`src/rtl/hp_vpu_issue_queue.sv`:
```
// CV-X-IF issue/commit front end of the VPU. Accepted instructions and their scalar
// operands sit in an in-order FIFO until committed; killed entries are dropped silently.
module hp_vpu_issue_queue #(
  parameter int unsigned DEPTH = 4,
  parameter int unsigned ID_W  = 4,
  parameter int unsigned XLEN  = 32
) (
  input  logic                       clk_i,
  input  logic                       rst_i,
  input  logic                       x_issue_valid_i,
  output logic                       x_issue_ready_o,
  input  logic [31:0]                x_issue_instr_i,
  input  logic [ID_W-1:0]            x_issue_id_i,
  input  logic [XLEN-1:0]            x_issue_rs1_i,
  input  logic [XLEN-1:0]            x_issue_rs2_i,
  input  logic                       is_vector_i,
  input  logic                       is_supported_i,
  input  logic                       is_config_i,
  output logic                       x_issue_accept_o,
  output logic                       x_issue_writeback_o,
  input  logic                       x_commit_valid_i,
  input  logic [ID_W-1:0]            x_commit_id_i,
  input  logic                       x_commit_kill_i,
  output logic                       disp_valid_o,
  input  logic                       disp_ready_i,
  output logic [31:0]                disp_instr_o,
  output logic [ID_W-1:0]            disp_id_o,
  output logic [XLEN-1:0]            disp_rs1_o,
  output logic [XLEN-1:0]            disp_rs2_o,
  output logic                       disp_is_config_o,
  output logic [$clog2(DEPTH):0]     count_o
);

  localparam int unsigned PW = $clog2(DEPTH);
  localparam int unsigned CW = PW + 1;

  // Handshakes: a transfer happens on a rising clk edge where valid && ready are both 1.
  // valid never depends on ready; once raised, disp_valid_o and disp_* hold until taken.

  logic [PW-1:0]   wr_ptr_q, wr_ptr_d;
  logic [PW-1:0]   rd_ptr_q, rd_ptr_d;
  logic [CW-1:0]   count_q, count_d;
  logic [DEPTH-1:0] vld_q, vld_d;
  logic [DEPTH-1:0] cmt_q, cmt_d;
  logic [DEPTH-1:0] kill_q, kill_d;
  logic [DEPTH-1:0] cfg_q, cfg_d;

  logic [31:0]     instr_q [DEPTH];
  logic [31:0]     instr_d [DEPTH];
  logic [ID_W-1:0] id_q    [DEPTH];
  logic [ID_W-1:0] id_d    [DEPTH];
  logic [XLEN-1:0] rs1_q   [DEPTH];
  logic [XLEN-1:0] rs1_d   [DEPTH];
  logic [XLEN-1:0] rs2_q   [DEPTH];
  logic [XLEN-1:0] rs2_d   [DEPTH];

  logic full;
  logic empty;
  logic handshake;
  logic enq;
  logic pop;
  logic head_cmt;
  logic head_kill;
  logic enq_cmt_hit;

  always_comb begin
    full      = (count_q == CW'(DEPTH));
    empty     = (count_q == '0);
    // A config instruction only enters an empty queue so it never overtakes older work.
    x_issue_ready_o     = !rst_i && !full && !(is_config_i && !empty);
    handshake           = x_issue_valid_i && x_issue_ready_o;
    x_issue_accept_o    = handshake && is_vector_i && is_supported_i;
    x_issue_writeback_o = x_issue_accept_o && is_config_i;
    enq                 = x_issue_accept_o;

    head_cmt     = vld_q[rd_ptr_q] && cmt_q[rd_ptr_q];
    head_kill    = kill_q[rd_ptr_q];
    disp_valid_o = !rst_i && head_cmt && !head_kill;
    pop          = !rst_i && head_cmt && (head_kill || disp_ready_i);

    disp_instr_o     = instr_q[rd_ptr_q];
    disp_id_o        = id_q[rd_ptr_q];
    disp_rs1_o       = rs1_q[rd_ptr_q];
    disp_rs2_o       = rs2_q[rd_ptr_q];
    disp_is_config_o = cfg_q[rd_ptr_q];
    count_o          = count_q;
  end

  always_comb begin
    vld_d    = vld_q;
    cmt_d    = cmt_q;
    kill_d   = kill_q;
    cfg_d    = cfg_q;
    instr_d  = instr_q;
    id_d     = id_q;
    rs1_d    = rs1_q;
    rs2_d    = rs2_q;
    wr_ptr_d = wr_ptr_q;
    rd_ptr_d = rd_ptr_q;
    count_d  = count_q + CW'(enq) - CW'(pop);
    enq_cmt_hit = x_commit_valid_i && (x_commit_id_i == x_issue_id_i);

    for (int unsigned i = 0; i < DEPTH; i++) begin
      if (x_commit_valid_i && vld_q[i] && (id_q[i] == x_commit_id_i)) begin
        cmt_d[i]  = 1'b1;
        kill_d[i] = x_commit_kill_i;
      end
    end

    if (pop) begin
      vld_d[rd_ptr_q]  = 1'b0;
      cmt_d[rd_ptr_q]  = 1'b0;
      kill_d[rd_ptr_q] = 1'b0;
      rd_ptr_d         = rd_ptr_q + 1'b1;
    end

    // Enqueue and pop never target the same slot: enqueue needs !full, pop needs !empty.
    if (enq) begin
      vld_d[wr_ptr_q]   = 1'b1;
      cmt_d[wr_ptr_q]   = enq_cmt_hit;
      kill_d[wr_ptr_q]  = enq_cmt_hit && x_commit_kill_i;
      cfg_d[wr_ptr_q]   = is_config_i;
      instr_d[wr_ptr_q] = x_issue_instr_i;
      id_d[wr_ptr_q]    = x_issue_id_i;
      rs1_d[wr_ptr_q]   = x_issue_rs1_i;
      rs2_d[wr_ptr_q]   = x_issue_rs2_i;
      wr_ptr_d          = wr_ptr_q + 1'b1;
    end
  end

  always_ff @(posedge clk_i) begin
    if (rst_i) begin
      wr_ptr_q <= '0;
      rd_ptr_q <= '0;
      count_q  <= '0;
      vld_q    <= '0;
      cmt_q    <= '0;
      kill_q   <= '0;
      cfg_q    <= '0;
    end else begin
      wr_ptr_q <= wr_ptr_d;
      rd_ptr_q <= rd_ptr_d;
      count_q  <= count_d;
      vld_q    <= vld_d;
      cmt_q    <= cmt_d;
      kill_q   <= kill_d;
      cfg_q    <= cfg_d;
    end
  end

  // Payload storage needs no reset; it is only observed behind a valid entry.
  always_ff @(posedge clk_i) begin
    instr_q <= instr_d;
    id_q    <= id_d;
    rs1_q   <= rs1_d;
    rs2_q   <= rs2_d;
  end

endmodule

```
`config.mk`:
```
export PLATFORM = sky130hd
export DESIGN_NAME = hp_vpu_issue_queue
export DESIGN_NICKNAME = d
export VERILOG_FILES = /design/src/rtl/hp_vpu_issue_queue.sv
export SDC_FILE = /design/constraint.sdc
export NUM_CORES = 1
export LEC_CHECK = 0
export CAP_MARGIN = 20
export CORE_UTILIZATION = 57
export CTS_BUF_LIST = sky130_fd_sc_hd__clkbuf_2 sky130_fd_sc_hd__clkbuf_4 sky130_fd_sc_hd__clkbuf_8
export DETAILED_ROUTE_END_ITERATION = 8
export GPL_TIMING_DRIVEN = 1
export PLACE_DENSITY = 0.83
export SETUP_SLACK_MARGIN = 0.1
export SYNTH_ARGS = -nofsm -noshare
export SYNTH_HDL_FRONTEND = slang
export SYNTH_SLANG_ARGS = --single-unit
```
`constraint.sdc`:
```
create_clock -name clk_i -period 3.65 [get_ports clk_i]
set_input_delay 0.5475 -clock clk_i [delete_from_list [all_inputs] [get_ports clk_i]]
set_output_delay 0.5475 -clock clk_i [all_outputs]
set_load 0.01 [all_outputs]
```
Word level (Yosys, flattened, before mapping)
Cells that the tools add are included.
{"block": "classes", "add_sub_neg": 4, "order_cmp": 7, "n_eq_ne": 6, "muxes": 49, "bitwise_logic": 7, "n_reduce_logical": 31}
{"operator": "$bwmux W128", "n": 3}
{"operator": "$mux W32", "n": 7}
{"operator": "$bmux W32 S2", "n": 3}
{"operator": "$demux W32 S2", "n": 1}
{"operator": "$mux W4", "n": 9}
{"operator": "$logic_and A1 B1 Y1", "n": 24}
{"operator": "$eq A4 B4 Y1", "n": 5}
{"operator": "$bwmux W16", "n": 1}
{"operator": "$mux W1", "n": 14}
{"operator": "$and A4 B4 Y4", "n": 3}
{"operator": "$bwmux W4", "n": 3}
{"operator": "$bmux W1 S2", "n": 4}
{"operator": "$bmux W4 S2", "n": 1}
{"operator": "$demux W4 S2", "n": 1}
{"operator": "$ge A3 B3 Y1 const B", "n": 2}
{"operator": "$lt A2 B3 Y1 const B", "n": 2}
{"operator": "$not A2 Y3", "n": 2}
{"operator": "$logic_not A1 Y1", "n": 5}
{"operator": "$add A2 B1 Y2 const B", "n": 2}
{"operator": "$demux W1 S2", "n": 2}
{"operator": "$ge A2 B1 Y1 const B", "n": 2}
{"operator": "$not A4 Y4", "n": 1}
{"operator": "$or A4 B4 Y4", "n": 1}
{"operator": "$add A3 B1 Y3", "n": 1}
{"operator": "5 further kinds", "n": 5}
{"block": "word_totals", "regBits": 423, "inputBits": 113, "out_inout_bits": 108, "wordCells": 127}

Depth between registers and ports, before layout
{"block": "depth", "depth_word": 10, "ltp_mapped": 11, "depth_no_buf": 9}

Least setup slack after synthesis
OpenSTA, ideal clock, no wires.
{"block": "synth_path", "path_kind": "input-to-reg", "startpoint": "input port is_config_i", "endpoint": "register cmt_q[2]", "setup_ns": 0.103, "arrival_time_ns": 3.016, "t_required_ns": 3.547, "slack_ns": 0.531, "path_stages": 6, "path_buffers": 0, "cell_sequence": "o21a_1 > a2111oi_4 > nand2_4 > clkinv_2 > nor3b_1 > a2111oi_2"}
{"block": "synth_via", "elab_chain_cells": 7}
{"item": "start, declared", "line": "18", "source": "input logic is_config_i,"}
{"item": "$logic_and A1 B1 Y1", "line": "70", "source": "x_issue_ready_o = !rst_i && !full && !(is_config_i && !empty);"}
{"item": "$logic_not A1 Y1", "line": "70"}
{"item": "$logic_and A1 B1 Y1", "line": "70"}
{"item": "$logic_and A1 B1 Y1", "line": "71", "source": "handshake = x_issue_valid_i && x_issue_ready_o;"}
{"item": "$logic_and A1 B1 Y1 (2 in series)", "line": "72", "source": "x_issue_accept_o = handshake && is_vector_i && is_supported_i;"}
{"item": "via x_issue_accept_o", "line": "19", "source": "output logic x_issue_accept_o,"}
{"item": "$mux W4", "line": "118", "source": "if (enq) begin"}
{"item": "end signal, assigned", "line": "145", "source": "cmt_q <= cmt_d;"}
{"item": "end, declared", "line": "44", "source": "logic [DEPTH-1:0] cmt_q, cmt_d;"}
The timed path passes the listed nets, and every way through them passes these cells.
A chain may end at the register's enable or synchronous reset.

Worst setup path in the final report
{"block": "layout_path", "startpoint": "register rd_ptr_q[0]", "endpoint": "output port disp_rs1_o[23]"}
{"block": "layout_via", "elab_chain_cells": 4}
{"item": "start, declared", "line": "41", "source": "logic [PW-1:0] rd_ptr_q, rd_ptr_d;"}
{"item": "start signal, assigned", "line": "142", "source": "rd_ptr_q <= rd_ptr_d;"}
{"item": "$not A2 Y3 (implied by the code)", "line": "83", "source": "disp_rs1_o = rs1_q[rd_ptr_q];"}
{"item": "$bmux W32 S2", "line": "83"}
{"item": "$mux W32 (implied by the code) (2 in series)", "line": "83"}
{"item": "end, declared", "line": "28", "source": "output logic [XLEN-1:0] disp_rs1_o,"}
Every way passes these cells. The select of a mux whose other input is x is not followed.

==> reports/metrics.yaml <==
run_status:
  status: "finished clean"
routing:
  ant_nets: 0
  drcViolationCount: 0
  avgRoutedWirePerCell_um: 21.8
  firstDrtPassIters: 5
  drtIter0Drc: 633
  num_vias: 7741
  wirelength_um: 30300
  viasPerCell: 5.56
layout:
  multi_input_area_um2: 3290
  drive_above_1_share_pct: 23.6
  nets: 1097
  nFillCells: 1623
  area_delta_synth_final_pct: 25.3
  register_area_um2: 12500
  instances_no_fill: 1393
timing:
  min_period_ps: 3290
  setup_viol: 0
  tightest_slew_ps: 692
  setup_tns_ps: 0
  slew_violations: 0
  slew_headroom_pct: 53.4
  hold_viol_final: 0
  setup_slack_ps: 362
  max_freq_mhz: 304
  rsz0062_at_grt: "false"
  holdWs_ps: 456
  clock_skew_ps: 20.6
  period_share_pct: 90.1
global_route:
  grt_overflow_total: 0
  grt_first_pass_wirelength_um: 46800
  grt_max_degree: 106
  use_met3_pct: 6.79
  antenna_found_initial: 2
  grtUsageTotal_pct: 22.1
  top_usage_layer: "met2"
  use_met1_pct: 28.5
  grtUsageMet2_pct: 35.6
  grt_pass1_vias: 8364
critical_path:
  r2r_setup_slack_ps: 790
  slowest_stage: "dfxtp_4"
  worst_path_largest_cell_delay_ps: 590
  end_kind: "primary output"
  critPathMaxFanout: 47
  r2r-start: "rd_ptr_q[0]"
  path_delay_family: "buffers and inverters"
  path_class: "flop to primary output"
  crit_chain: "buf_12 > mux4_2 > clkdlybuf4s50_1"
  r2r_cells: 9
  required_ps: 3100
  arrival_ps: 2740
  worst-path-buf-inv: 2
  r2r-end: "count_o[1]"
  crit_path_start_kind: "flop"
clock_network:
  tritoncts: "yes"
  cts_hold_buf: 0
  cts_setup_buffers: 0
  cts_sinks: 423
  cts_resized: 0
  clk_pin_slew_ps: 60
  htreeDepth: 3
  cts_inserted_buffers: 67
  cts_buffer_depth: 3
  cts_root_buf: "clkbuf_8"
  clock_latency_ps: 560
synthesis:
  synth.area.top_cells: "edfxtp_1 75%, mux4_2 14%, dfxtp_1 2.9%"
  syn-cell-area_um2: 16000
  ys_ff_latch: 423
  yosysTopAreaCell: "edfxtp_1"
  synth_warnings: 0
  synthesis.instances: 694
  yosysUniqueCellTypes: 40
  syn_area_per_cell_um2: 23.0
  synth_nets: 818
  yosysTopAreaCellShare_pct: 75.2
  ys_seq_area_share_pct: 78.1
power_and_ir_drop:
  powerDensity_nw_per_um2: 463
  total_power_mw: 9.26
  leakagePower_nw: 6.33
  ir_worst_vdd_mv: 0.307
floorplanning:
  start_util_pct: 58.6
  dieArea_um2: 28700
  die_h_um: 169
  io_pins: 221
  die_x_um: 169
  rows: 60
  core_area_um2: 27300
place:
  gp_congestion: 0.801
  port_buffers: 220
  hpwl_um: 18800
  pre_cts_slack_ps: 674
  place_inst: 1276
worst_hold_path:
  holdPathStages: 2
  holdPathEnd: "cfg_q[2]"
  hold_path_class: "flop to flop"
  hp-start: "cfg_q[2]"
run:
  cap_violations: 0
## synth_stat cells
| cell | count |
|---|---|
| edfxtp_1 | 400 |
| mux4_2 | 102 |
| dfxtp_1 | 23 |
| buf_2 | 13 |
| nand2_1 | 13 |
| xor2_1 | 13 |
| ha_1 | 10 |
| inv_1 | 10 |
| nor2_1 | 10 |
| buf_1 | 9 |
| clkbuf_1 | 9 |
| mux2i_1 | 9 |
| a21oi_1 | 8 |
| xnor2_1 | 8 |
| nor4_1 | 5 |
| a2111oi_2 | 4 |
| a21bo_2 | 4 |
| and2_1 | 4 |
| nand2_4 | 4 |
| nand3_1 | 4 |
| o32ai_1 | 4 |
| clkinv_4 | 3 |
| nor3_2 | 3 |
| nor3b_1 | 3 |
| or2b_1 | 3 |
| nor2b_1 | 2 |
| a2111oi_4 | 1 |
| a211oi_1 | 1 |
| a222oi_1 | 1 |
| and2_2 | 1 |
| clkinv_2 | 1 |
| fa_1 | 1 |
| inv_2 | 1 |
| nand2b_1 | 1 |
| nand3b_1 | 1 |
| nor3_1 | 1 |
| o211ai_1 | 1 |
| o21a_1 | 1 |
| o22ai_1 | 1 |
| or4b_2 | 1 |
## power by group
part	switching, mW	internal (mW)	total (mW)
clock	1.69	1.91	3.59
combinational	0.137	0.184	0.321
sequential	0.00882	5.34	5.35
## layout make-up
cell class,instances,area share (%)
Clock inverter,28,0.657
Sequential cell,423,62.4
Inverter,15,0.369
Tap cell,372,2.33
Multi-Input combinational cell,225,16.4
Timing Repair Buffer,241,12.5
Clock buffer,86,5.32
Antenna cell,3,0.0375
## worst max path at each step
| stage | start | cells past startpoint | slack, ps | endpoint |
|---|---|---|---|---|
| 2_1_floorplan | is_config_i | 6 | 530 | cmt_q[2] |
| 5_1_grt | rd_ptr_q[0] | 3 | 230 | disp_rs1_o[23] |
| 3_3_place_gp | is_config_i | 7 | 720 | instr_q[56] |
| 6_report | rd_ptr_q[0] | 3 | 360 | disp_rs1_o[23] |
| 4_1_cts | rd_ptr_q[0] | 3 | 310 | disp_rs1_o[23] |
| 3_5_place_dp | is_config_i | 7 | 670 | instr_q[56] |
## sequential cells by signal, indices dropped and copies added, names as in the netlist
name,flops
rs1_q,128
count_o,3
id_q,16
cmt_q,4
cfg_q,4
instr_q,128
kill_q,4
rs2_q,128
wr_ptr_q,2
vld_q,4
rd_ptr_q,2
## stage by stage
stage	instance area, um2	util, %
after floorplan	16000	-
after global placement	18800	69.0
after detailed placement	18800	69.0
after CTS	20000	73.4
after global routing	20000	73.4
final	20000	73.4
## cells in the final DEF (no fill, tap or decap), drive strengths merged, types with 8 or more instances in the layout
cell type	count
inv	15
mux4	102
dfxtp	23
xor2	13
ha	10
nand2	17
a21oi	8
clkdlybuf4s50	220
edfxtp	400
clkbuf	86
nor2	10
buf	21
xnor2	8
mux2i	9
clkinv	26
## kinds of logic (layout without fill, tap and decap cells)
logic type / Yosys count / in the layout / share of synthesized area (%)
adders and majority gates: 11 / 11 / 0.909
xor gates and xnor gates: 21 / 21 / 1.15
AOI/OAI and AO/OA: 26 / 26 / 1.51
buffers and inverters: 46 / 370 / 1.29
DFF: 423 / 423 / 78.1
muxes: 111 / 111 / 15.0
and+or+nand+nor: 56 / 56 / 2.08
other: 0 / 3 / 0
## layer usage
metal	vias up	share of wire, %	wire, um
met5	-	0.043	13
li1	3468	-	-
met4	2	2.5	743
met3	64	8.9	2700
met1	3920	40	12000
met2	287	49	14800
## tightest hold or removal path: cells and delay by family (launching register included)
| family | cells | cell delay, ps |
|---|---|---|
| AOI/OAI and AO/OA | 1 | 50 |
| and+or+nand+nor | 1 | 50 |
| DFF | 1 | 310 |
(Power assumes the default switching activity.)
